File: src/rtl/parity_frame_rx_if.sv
// parity_frame_rx_if: serial line in, deframed result and status out.
// slave is the receiver side, master is the line driver / result consumer.
interface parity_frame_rx_if #(
   parameter int DATA_W = 3,
   parameter int CNT_W  = 8
);
   logic              bit_en;
   logic              rx;
   logic [DATA_W-1:0] data_out;
   logic              valid;
   logic              parity_err;
   logic              frame_err;
   logic [CNT_W-1:0]  err_count;
   logic              busy;

   modport slave (
      input  bit_en,
      input  rx,
      output data_out,
      output valid,
      output parity_err,
      output frame_err,
      output err_count,
      output busy
   );

   modport master (
      output bit_en,
      output rx,
      input  data_out,
      input  valid,
      input  parity_err,
      input  frame_err,
      input  err_count,
      input  busy
   );
endinterface

File: src/rtl/parity_frame_rx.sv
// parity_frame_rx: odd-parity frame receiver (start, LSB-first data,
// parity, stop) sampled on bit_en, with a saturating bad-frame counter.
module parity_frame_rx #(
   parameter int DATA_W = 3,
   parameter int CNT_W  = 8
) (
   input logic              clk,
   input logic              rst_n,
   parity_frame_rx_if.slave bus
);
   localparam int BW = (DATA_W < 2) ? 1 : $clog2(DATA_W);
   localparam logic [BW-1:0] LAST = BW'(DATA_W - 1);

   typedef enum logic [1:0] {
      IDLE,
      DATA,
      PARITY,
      STOP
   } state_t;

   state_t            state_q;
   logic [DATA_W-1:0] payload_q;
   logic [DATA_W-1:0] payload_d;
   logic [DATA_W-1:0] data_q;
   logic [BW-1:0]     cnt_q;
   logic [CNT_W-1:0]  err_q;
   logic [CNT_W-1:0]  err_d;
   logic              par_q;
   logic              valid_q;
   logic              perr_q;
   logic              ferr_q;
   logic              busy_q;
   logic              par_ok;
   logic              bad;
   logic [DATA_W:0]   shift;

   // New bit enters at the MSB so the first data bit lands at bit 0.
   assign shift     = {bus.rx, payload_q};
   assign payload_d = shift[DATA_W:1];
   assign par_ok    = (par_q == ~^payload_q);
   assign bad       = !par_ok || !bus.rx;
   assign err_d     = (err_q == '1) ? err_q : err_q + CNT_W'(1);

   always_ff @(posedge clk) begin
      if (!rst_n) begin
         state_q   <= IDLE;
         payload_q <= '0;
         data_q    <= '0;
         cnt_q     <= '0;
         err_q     <= '0;
         par_q     <= 1'b0;
         valid_q   <= 1'b0;
         perr_q    <= 1'b0;
         ferr_q    <= 1'b0;
         busy_q    <= 1'b0;
      end else begin
         valid_q <= 1'b0;
         perr_q  <= 1'b0;
         ferr_q  <= 1'b0;
         if (bus.bit_en) begin
            unique case (state_q)
               IDLE: begin
                  if (!bus.rx) begin
                     state_q <= DATA;
                     cnt_q   <= '0;
                     busy_q  <= 1'b1;
                  end
               end
               DATA: begin
                  payload_q <= payload_d;
                  cnt_q     <= cnt_q + BW'(1);
                  if (cnt_q == LAST) begin
                     state_q <= PARITY;
                  end
               end
               PARITY: begin
                  par_q   <= bus.rx;
                  state_q <= STOP;
               end
               STOP: begin
                  state_q <= IDLE;
                  busy_q  <= 1'b0;
                  valid_q <= bus.rx && par_ok;
                  perr_q  <= !par_ok;
                  ferr_q  <= !bus.rx;
                  if (bus.rx && par_ok) begin
                     data_q <= payload_q;
                  end
                  if (bad) begin
                     err_q <= err_d;
                  end
               end
               default: state_q <= IDLE;
            endcase
         end
      end
   end

   assign bus.data_out   = data_q;
   assign bus.valid      = valid_q;
   assign bus.parity_err = perr_q;
   assign bus.frame_err  = ferr_q;
   assign bus.err_count  = err_q;
   assign bus.busy       = busy_q;
endmodule

File: src/flat_wrapper.sv
// flat-port wrapper written by rule: the top's interface ports become plain ports
module parity_frame_rx_flat 
#(
   parameter int DATA_W = 3,
   parameter int CNT_W  = 8
)
  (clk, rst_n, bus_bit_en, bus_rx, bus_data_out, bus_valid, bus_parity_err, bus_frame_err, bus_err_count, bus_busy);
  parity_frame_rx_if #(.DATA_W(DATA_W), .CNT_W(CNT_W)) bus_i ();
  input logic clk;
  input logic rst_n;
  input wire logic [$bits(bus_i.bit_en)-1:0] bus_bit_en;
  input wire logic [$bits(bus_i.rx)-1:0] bus_rx;
  output wire logic [$bits(bus_i.data_out)-1:0] bus_data_out;
  output wire logic [$bits(bus_i.valid)-1:0] bus_valid;
  output wire logic [$bits(bus_i.parity_err)-1:0] bus_parity_err;
  output wire logic [$bits(bus_i.frame_err)-1:0] bus_frame_err;
  output wire logic [$bits(bus_i.err_count)-1:0] bus_err_count;
  output wire logic [$bits(bus_i.busy)-1:0] bus_busy;
  assign bus_i.bit_en = bus_bit_en;
  assign bus_i.rx = bus_rx;
  assign bus_data_out = bus_i.data_out;
  assign bus_valid = bus_i.valid;
  assign bus_parity_err = bus_i.parity_err;
  assign bus_frame_err = bus_i.frame_err;
  assign bus_err_count = bus_i.err_count;
  assign bus_busy = bus_i.busy;
  parity_frame_rx #(.DATA_W(DATA_W), .CNT_W(CNT_W)) u_core (.clk(clk), .rst_n(rst_n), .bus(bus_i));
endmodule
File: config.mk
export PLATFORM = sky130hd
export DESIGN_NAME = parity_frame_rx_flat
export DESIGN_NICKNAME = d
export VERILOG_FILES = /design/src/rtl/parity_frame_rx_if.sv /design/src/rtl/parity_frame_rx.sv /design/src/flat_wrapper.sv
export SDC_FILE = /design/constraint.sdc
export NUM_CORES = 1
export LEC_CHECK = 0
export ABC_AREA = 1
export ABC_CLOCK_PERIOD_IN_PS = 1600
export CORE_MARGIN = 1.5
export CORE_UTILIZATION = 40
export CTS_CLUSTER_SIZE = 12
export DETAILED_ROUTE_END_ITERATION = 8
export GPL_TIMING_DRIVEN = 0
export SLEW_MARGIN = 20
export SYNTH_ARGS = -nofsm -noshare
export SYNTH_HDL_FRONTEND = slang
export SYNTH_SLANG_ARGS = --single-unit
File: constraint.sdc
create_clock -name clk -period 1.6 [get_ports clk]
set_input_delay 0.24 -clock clk [delete_from_list [all_inputs] [get_ports clk]]
set_output_delay 0.24 -clock clk [all_outputs]
set_load 0.01 [all_outputs]
---- After elaboration in Yosys (flattened, before gate mapping) ----
Cells that the tools add are included.
storage, ports and cells
  flip-flop bits (word level) ............. 23
  input port bits ......................... 4
  output and inout bits ................... 15
  logic and storage cells ................. 44
operators by class
  $add $sub $neg .......................... 2
  equal/unequal tests ..................... 8
  muxes and demuxes ....................... 7
  bitwise gates (word level) .............. 1
  reduce and logical (&&, ||, !) cells .... 16
operator list
  cell                                                                      number
  3-bit AND reduction                                                       5
  8-bit by 1-bit adder with 8-bit output (second input constant)            1
  8-bit == test (second input constant)                                     1
  2-bit case mux with 4 select lines                                        1
  2-bit == test (second input constant)                                     3
  2-bit 2-to-1 mux                                                          3
  2-bit case mux with 2 select lines                                        1
  2-bit AND reduction                                                       2
  4-bit AND reduction                                                       1
  2-bit nonzero test                                                        2
  3-bit XNOR reduction                                                      1
  2-bit by 1-bit adder with 2-bit output (second input constant)            1
  2-bit by 1-bit == test with 1-bit output (second input constant)          1
  1-bit logical NOT                                                         2
  2-bit logical NOT                                                         1
  2-bit by 1-bit inequality test with 1-bit output (second input constant)  1
  2-bit inequality test (second input constant)                             1
  1-bit case mux with 2 select lines                                        1
  1-bit == test                                                             1
  1-bit logical AND                                                         1
  1-bit logical OR                                                          1
  1-bit 2-to-1 mux                                                          1
  1-bit inverter                                                            1

---- Longest topological paths before layout ----
Gate-level depths: netlist of run 1.
  depth in word-level cells ............... 5
  depth in mapped cells ................... 9
  mapped depth without buffers ............ 9

---- Worst setup path before layout of run 1 ----
Ideal clock, no wire load.
  path type ............................... register to register
  start point ............................. reg u_core.err_q[1] (netlist: u_core.bus.err_count[1])
  end point ............................... reg u_core.err_q[2] (netlist: u_core.bus.err_count[2])
  library setup time ...................... 0.069 ns
  arrival time ............................ 1.256 ns
  required time ........................... 1.531 ns
  setup slack ............................. 0.275 ns
  cell stages (with the launch flop) ...... 8
  path buffers ............................ 0
  period minus slack after synthesis ...... 1.325 ns
  cell sequence ........................... dfxtp_1 ha_1 nand2_2 nor2_2 a21oi_4 nand2_4 nand2_1 a21oi_2
on the way
  cells in the longest elaborated chain, start to end .. 3
  elaborated cells on any way between the ends .. 4
  classes of those cells .................. add/sub (1); eq/ne (1); bitwise (1); reduce/logical (1)
RTL lines
  what                                                                                            line                   source
  start: declaration                                                                              parity_frame_rx.sv:26  logic [CNT_W-1:0] err_q;
  start signal: assignment                                                                        parity_frame_rx.sv:90  err_q <= err_d;
  parallel branches: the longest is 3 deep, another holds 8-bit by 1-bit adder with 8-bit output  --
Parallel ways; which one is timed is not known.
A chain may end at the register's enable or synchronous reset.

---- Worst setup path in the final report of run 1 ----
  start point ............................. reg u_core.err_q[1] (netlist: u_core.bus.err_count[1])
  end point ............................... out bus_err_count[1]
RTL lines
  what              line                source
  end: declaration  flat_wrapper.sv:17  output wire logic [$bits(bus_i.err_count)-1:0] bus_err_count;
No word-level cell between the ends.

==> flow_metrics.tcl, run 1 <==
set metrics [dict create \
    pre_cts_slack_ps -167.4 \
    crit_path_cell_trace "clkdlybuf4s50_1" \
    drc 0 \
    port-buffer-count 17 \
    slew_viol_final 0 \
    power.share.switching_pct 29.00 \
    powerDensity_nw_per_um2 750.4 \
    fin_setup_tns_ps 0 \
    antenna_found_initial 0 \
    route.detailed.vias_per_inst 5.014 \
    initial_core_util_pct 42.33 \
    routed_wl_um 2346 \
    crit_type "flip-flop to primary output" \
    tightest_slew_ps 600.3 \
    dp.cells 203 \
    gp_congestion 0.8169 \
    synth_area_leaders "dfxtp_1, nand2_1, ha_1" \
    ios 19 \
    grt_overflow 0 \
    synth_top_area_share_pct 39.44 \
    status "finished, final reports clean" \
    layout-area-overhead-vs-synth_pct 20.79 \
    cts_sinks 23 \
    ys_top_cells_by_count "nand2_1, dfxtp_1, inv_1" \
    postRouteAntennaNets 0 \
    hold_start "bus_rx" \
    p_int_uw 751.3 \
    row_count 19 \
    synthAdderAreaFrac_pct 6.431 \
    post-dp-hpwl_um 1769 \
    grt_max_degree 14 \
    clockBufferDepth 2 \
    cts_buffers 3 \
    coreArea_um2 2758 \
    async_flop_share_pct 0 \
    die_w_um 57.02 \
    seqPwrFrac_pct 58.0 \
    cp-startpoint "u_core.bus.err_count[1]" \
    cts_root_buf "clkbuf_4" \
    path_buf_inv 1 \
    drtPass1Iterations 4 \
    synth_xor_area_share_pct 3.001 \
    layout_setup_ws_ps 63.05 \
    synth_warnings 0 \
    arrival_ps 1300 \
    timing.rr.start "u_core.bus.err_count[0]" \
    crit_family "buffers and inverters" \
    cap_viol_max_count 0 \
    syn_inst 155 \
    end_kind "primary output" \
    htreeDepth 1 \
    cts_setup_buffers 0 \
    grt_setup_unrepaired "false" \
    skew_ps 3.567 \
    diodes 0 \
    synth_area_um2 1167 \
    fmax_mhz 650.6 \
    routedWlPerCell_um 11.33 \
    synth_enable_flop_cells 0 \
    drt_iter0_drc 34 \
    relSlewSlack_pct 59.98 \
    nets 187 \
    clk_pin_slew_worst_paths_ps 130 \
    leakagePower_uw 0.0005589 \
    hp-class "input pin to flip-flop" \
    grt_pass1_vias 941 \
    synth_most_common_cell "nand2_1" \
    irDropWorstVdd_uv 659.3 \
    syn-num-nets 165 \
    vias 1038 \
    fin_cells 207 \
    synthFlopType "dfxtp_1" \
    combPwrFrac_pct 16.4 \
    yosys.area_share.simple_pct 27.76 \
    synth_compound_area_share_pct 15.65 \
    worstPathMaxFanout 5 \
    synth_mux_area_share_pct 0 \
    clock_latency_ps 310 \
    syn_avg_cell_area_um2 7.531 \
    cp-start-kind "flip-flop" \
    dieHeight_um 57.02 \
    finalSetupViolCount 0 \
    grt_pass1_wl_um 3960 \
    yosysSeqAreaShare_pct 39.44 \
    switching_power_uw 306.9 \
    fin_area_um2 1410 \
    hold_viol_final 0 \
    hold_slack_ps 127.7 \
    cts_tree "built" \
    synth_top_family_by_area "simple AND/OR/NAND/NOR gates" \
    critPathRequiredTime_ps 1360 \
    synth.distinct_cells 22 \
    grt_usage_pct 15.38 \
    cp_slowest_cell "clkdlybuf4s50_1" \
    period_needed_ps 1537 \
    synth_seq_cells 23 \
    period_share_pct 96.06 \
    placed_area_um2 1376 \
    drive_above_1_share_pct 11.93 \
    slowest_delay_ps 570 \
    power.share.clock_pct 25.7 \
    die_area_um2 3251 \
    synth_top_cell_by_area "dfxtp_1" \
]
-- final timing paths --
path                              to  slack [ps]  depth (start not counted)
max                 bus_err_count[1]          60                          1
min             u_core.bus.frame_err         130                          2
max reg2reg  u_core.bus.err_count[3]         140                          7
min reg2reg   u_core.bus.data_out[2]         480                          2
-- routing by layer --
layer  wire length (µm)  GRT usage, %  vias up
met5                  0             0        -
met4                 16         2.990        0
met3                 81         4.762        2
met2               1095         26.27       19
met1               1153         19.29      470
li1                   -             -      547
-- registers in the layout, summed over array words and instances, names as in the netlist, 2 cells and up --
register and cells:
u_core.cnt_q 2, u_core.bus.data_out 3, u_core.bus.err_count 8, u_core.state_q 2, u_core.payload_q 3
-- final cells by class --
| type | instances | area [µm²] |
|---|---|---|
| fillers | 265 | 1348 |
| multi-input cells | 110 | 616.8 |
| flip-flops and latches | 23 | 466.7 |
| repair buffers | 17 | 170.2 |
| inverters | 20 | 75.07 |
| well taps | 31 | 38.79 |
| clock buffers | 3 | 22.52 |
| plain buffers | 2 | 15.01 |
| clock inverters | 1 | 5.005 |
-- cell families after synthesis --
kind of cell | count (synthesis)
flops | 23
simple gates | 70
buf+inv | 22
fa+ha+maj | 6
compound gates | 30
xor+xnor | 4
-- layout by cell type (no fill, tap or decap), drive strengths merged --
master,netlist,layout
a211oi,1,1
a21oi,18,18
a221oi,1,1
buf,2,2
clkbuf,0,3
clkdlybuf4s50,0,17
clkinv,0,1
dfxtp,23,23
ha,6,6
inv,20,20
nand2,41,41
nand3,13,13
nand3b,1,1
nand4,4,4
nor2,10,10
nor3,1,1
o21ai,10,10
xnor2,3,3
xor2,1,1
-- metrics by stage --
step	utilization (%)	total power, µW
after detailed placement	49.91	800.6
after CTS	51.00	1073
final	51.13	1058
after floorplan	-	752.4
after global routing	51.13	1123
after global placement	49.91	795.6
-- repair_timing --
action                     4_1_cts  5_1_grt
pin swaps                        0        1
hold endpoints to repair         0        0
hold buffers                     0        0
setup endpoints to repair        2        5
resized for setup                2        4
-- power by group through the flow --
stage,sequential [µW],combinational (µW),clock (µW)
2_1_floorplan,624,129,0
3_3_place_gp,624,171,0
3_5_place_dp,626,174,0
4_1_cts,614,175,285
5_1_grt,616,202,305
6_report,613,173,272
Power figures use the tool's default switching activity.
==> run 2, diff against run 1 <==
--- a/config.mk
+++ b/config.mk
@@ -7,11 +7,14 @@
 export LEC_CHECK = 0
 export ABC_AREA = 1
 export ABC_CLOCK_PERIOD_IN_PS = 1600
+export CELL_PAD_IN_SITES_DETAIL_PLACEMENT = 0
+export CELL_PAD_IN_SITES_GLOBAL_PLACEMENT = 1
 export CORE_MARGIN = 1.5
-export CORE_UTILIZATION = 40
+export CORE_UTILIZATION = 37
 export CTS_CLUSTER_SIZE = 12
 export DETAILED_ROUTE_END_ITERATION = 8
-export GPL_TIMING_DRIVEN = 0
+export GPL_TIMING_DRIVEN = 1
+export PLACE_DENSITY_LB_ADDON = 0.1
 export SLEW_MARGIN = 20
 export SYNTH_ARGS = -nofsm -noshare
 export SYNTH_HDL_FRONTEND = slang
==> run 2 against run 1 <==
  * Final area up 3.9%
  * Wire length up 0.21%
  * Fmax up 0.12%
  * Die area up 7.7%
  * Register-to-register slack better by 30 ps
  * Critical endpoint is now bus_err_count[5]
  * Highest routed layer unchanged
  * Clock-buffer cell count up 1
==> flow_metrics.tcl, run 2 (same netlist as run 1, synthesis figures left out) <==
set metrics [dict create \
    vias 1037 \
    powerDensity_nw_per_um2 727.7 \
    cts_sinks 23 \
    multiInputGateArea_um2 616.8 \
    tightest_slew_ps 304.8 \
    combPwrFrac_pct 17.1 \
    slew_viol_final 0 \
    switching_power_uw 305.8 \
    grt_overflow 0 \
    grt_pass1_wl_um 3891 \
    power.share.clock_pct 25.6 \
    clock_latency_ps 310 \
    status "finished, final reports clean" \
    leakagePower_uw 0.0006165 \
    nets 191 \
    critPathRequiredTime_ps 1360 \
    diodes 0 \
    postRouteAntennaNets 0 \
    cts_buffers 3 \
    antenna_found_initial 0 \
    postLayoutCoreUtil_pct 48.39 \
    dieHeight_um 59.17 \
    fmax_mhz 651.4 \
    relSlewSlack_pct 79.63 \
    routed_wl_um 2351 \
    most-common-layout-cells "nand2_1, inv_1, clkdlybuf4s50_1, dfxtp_1" \
    period_needed_ps 1535 \
    cts_root_buf "clkbuf_4" \
    seq_area_um2 469.2 \
    routedWlPerCell_um 10.50 \
    cap_viol_max_count 0 \
    htreeDepth 1 \
    cp-start-kind "flip-flop" \
    irDropWorstVdd_uv 332.2 \
    crit_family "buffers and inverters" \
    skew_ps 2.866 \
    arrival_ps 1300 \
    hp-class "flip-flop to flip-flop" \
    slowest_delay_ps 560 \
    hold_viol_final 0 \
    p_int_uw 760.5 \
    fillers 320 \
    layout-area-overhead-vs-synth_pct 25.51 \
    hold_slack_ps 465.9 \
    power.share.switching_pct 28.68 \
    route.detailed.vias_per_inst 4.629 \
    cp_slowest_cell "clkdlybuf4s50_1" \
    grt_usage_pct 14.64 \
    cts_tree "built" \
    row_count 20 \
    grt_max_degree 13 \
    die_w_um 59.17 \
    coreArea_um2 3028 \
    largest_register_ffs 8 \
    worstPathMaxFanout 6 \
    clk_pin_slew_worst_paths_ps 130 \
    path_buf_inv 1 \
    end_kind "primary output" \
    period_share_pct 95.94 \
    crit_type "flip-flop to primary output" \
    crit_path_cell_trace "clkdlybuf4s50_1" \
    post-dp-hpwl_um 1810 \
    drt_iter0_drc 22 \
    drtPass1Iterations 4 \
    final_common_cell "nand2_1" \
    finalSetupViolCount 0 \
    drive_above_1_share_pct 14.44 \
    ios 19 \
    grt_pass1_vias 894 \
    gp_congestion 0.7464 \
    port-buffer-count 18 \
    drc 0 \
    clockBufferDepth 2 \
    grt_setup_unrepaired "true" \
    seqPwrFrac_pct 57.4 \
    die_area_um2 3501 \
    initial_core_util_pct 38.55 \
]
-- run 2: changes by cell type in the layout (fill, tap and decap cells not counted) --
cell | before | now
buf_4 | 0 | 5
dfxtp_2 | 5 | 7
buf_1 | 1 | 0
clkinv_2 | 1 | 0
clkbuf_1 | 0 | 1
dfxtp_1 | 18 | 16
buf_6 | 1 | 0
clkdlybuf4s50_1 | 17 | 16
dlymetal6s2s_1 | 0 | 2
-- run 2: worst paths after layout --
check	from	cells past startpoint	endpoint	slack, ps
hold reg to reg	u_core.bus.data_out[1]	2	u_core.bus.data_out[1]	470
hold / removal	u_core.bus.data_out[1]	2	u_core.bus.data_out[1]	470
setup / recovery	u_core.bus.err_count[5]	1	bus_err_count[5]	60
setup reg to reg	u_core.state_q[0]	7	u_core.state_q[0]	170
-- run 2: per-stage QoR --
stage	setup TNS (ps)	area, µm²	instances	total power, µW	setup WS, ps
2_1_floorplan	0	1167	155	752.4	275.4
3_3_place_gp	0	1425	220	802.6	60.93
3_5_place_dp	0	1425	220	808.1	18.32
4_1_cts	0	1453	224	1078	17.74
5_1_grt	-53.57	1465	224	1129	-35.38
6_report	0	1465	224	1066	64.89
-- run 2: power by group through the flow --
stage	sequential, µW	clock [µW]	combinational, µW
after floorplan	624	0	129
after global placement	625	0	178
after detailed placement	625	0	183
after CTS	612	283	183
after global routing	615	305	209
final	612	272	182
-- run 2: final cells by class --
type | count | area share (%)
repair buffers | 23 | 15.20
well taps | 44 | 3.757
clock buffers | 4 | 1.793
multi-input cells | 110 | 42.10
flip-flops and latches | 23 | 32.02
inverters | 20 | 5.124
-- run 2: worst reg2reg max path: stages, from the launching register on --
cell and delay (ps):
dfxtp_1 380, inv_1 80, ha_1 250, nand2_1 80
nand2_1 60, inv_1 100, o21ai_1 130, a211oi_1 270
-- run 2: layer usage --
layer  GRT usage (%)  share of wire [%]  vias to the layer above
li1                -                  -                      553
met5               0                  0                        -
met1           21.62                 55                      470
met2           20.95                 42                       12
met4           5.844               0.81                        0
met3           2.620                2.9                        2
-- run 2: repair_timing --
action,in CTS,in global routing
resized for setup,1,9
pin swaps,0,0
hold buffers,0,0
setup buffers,0,0
cloned,0,0
endpoints found under the hold margin,0,0
setup endpoints to repair,1,8
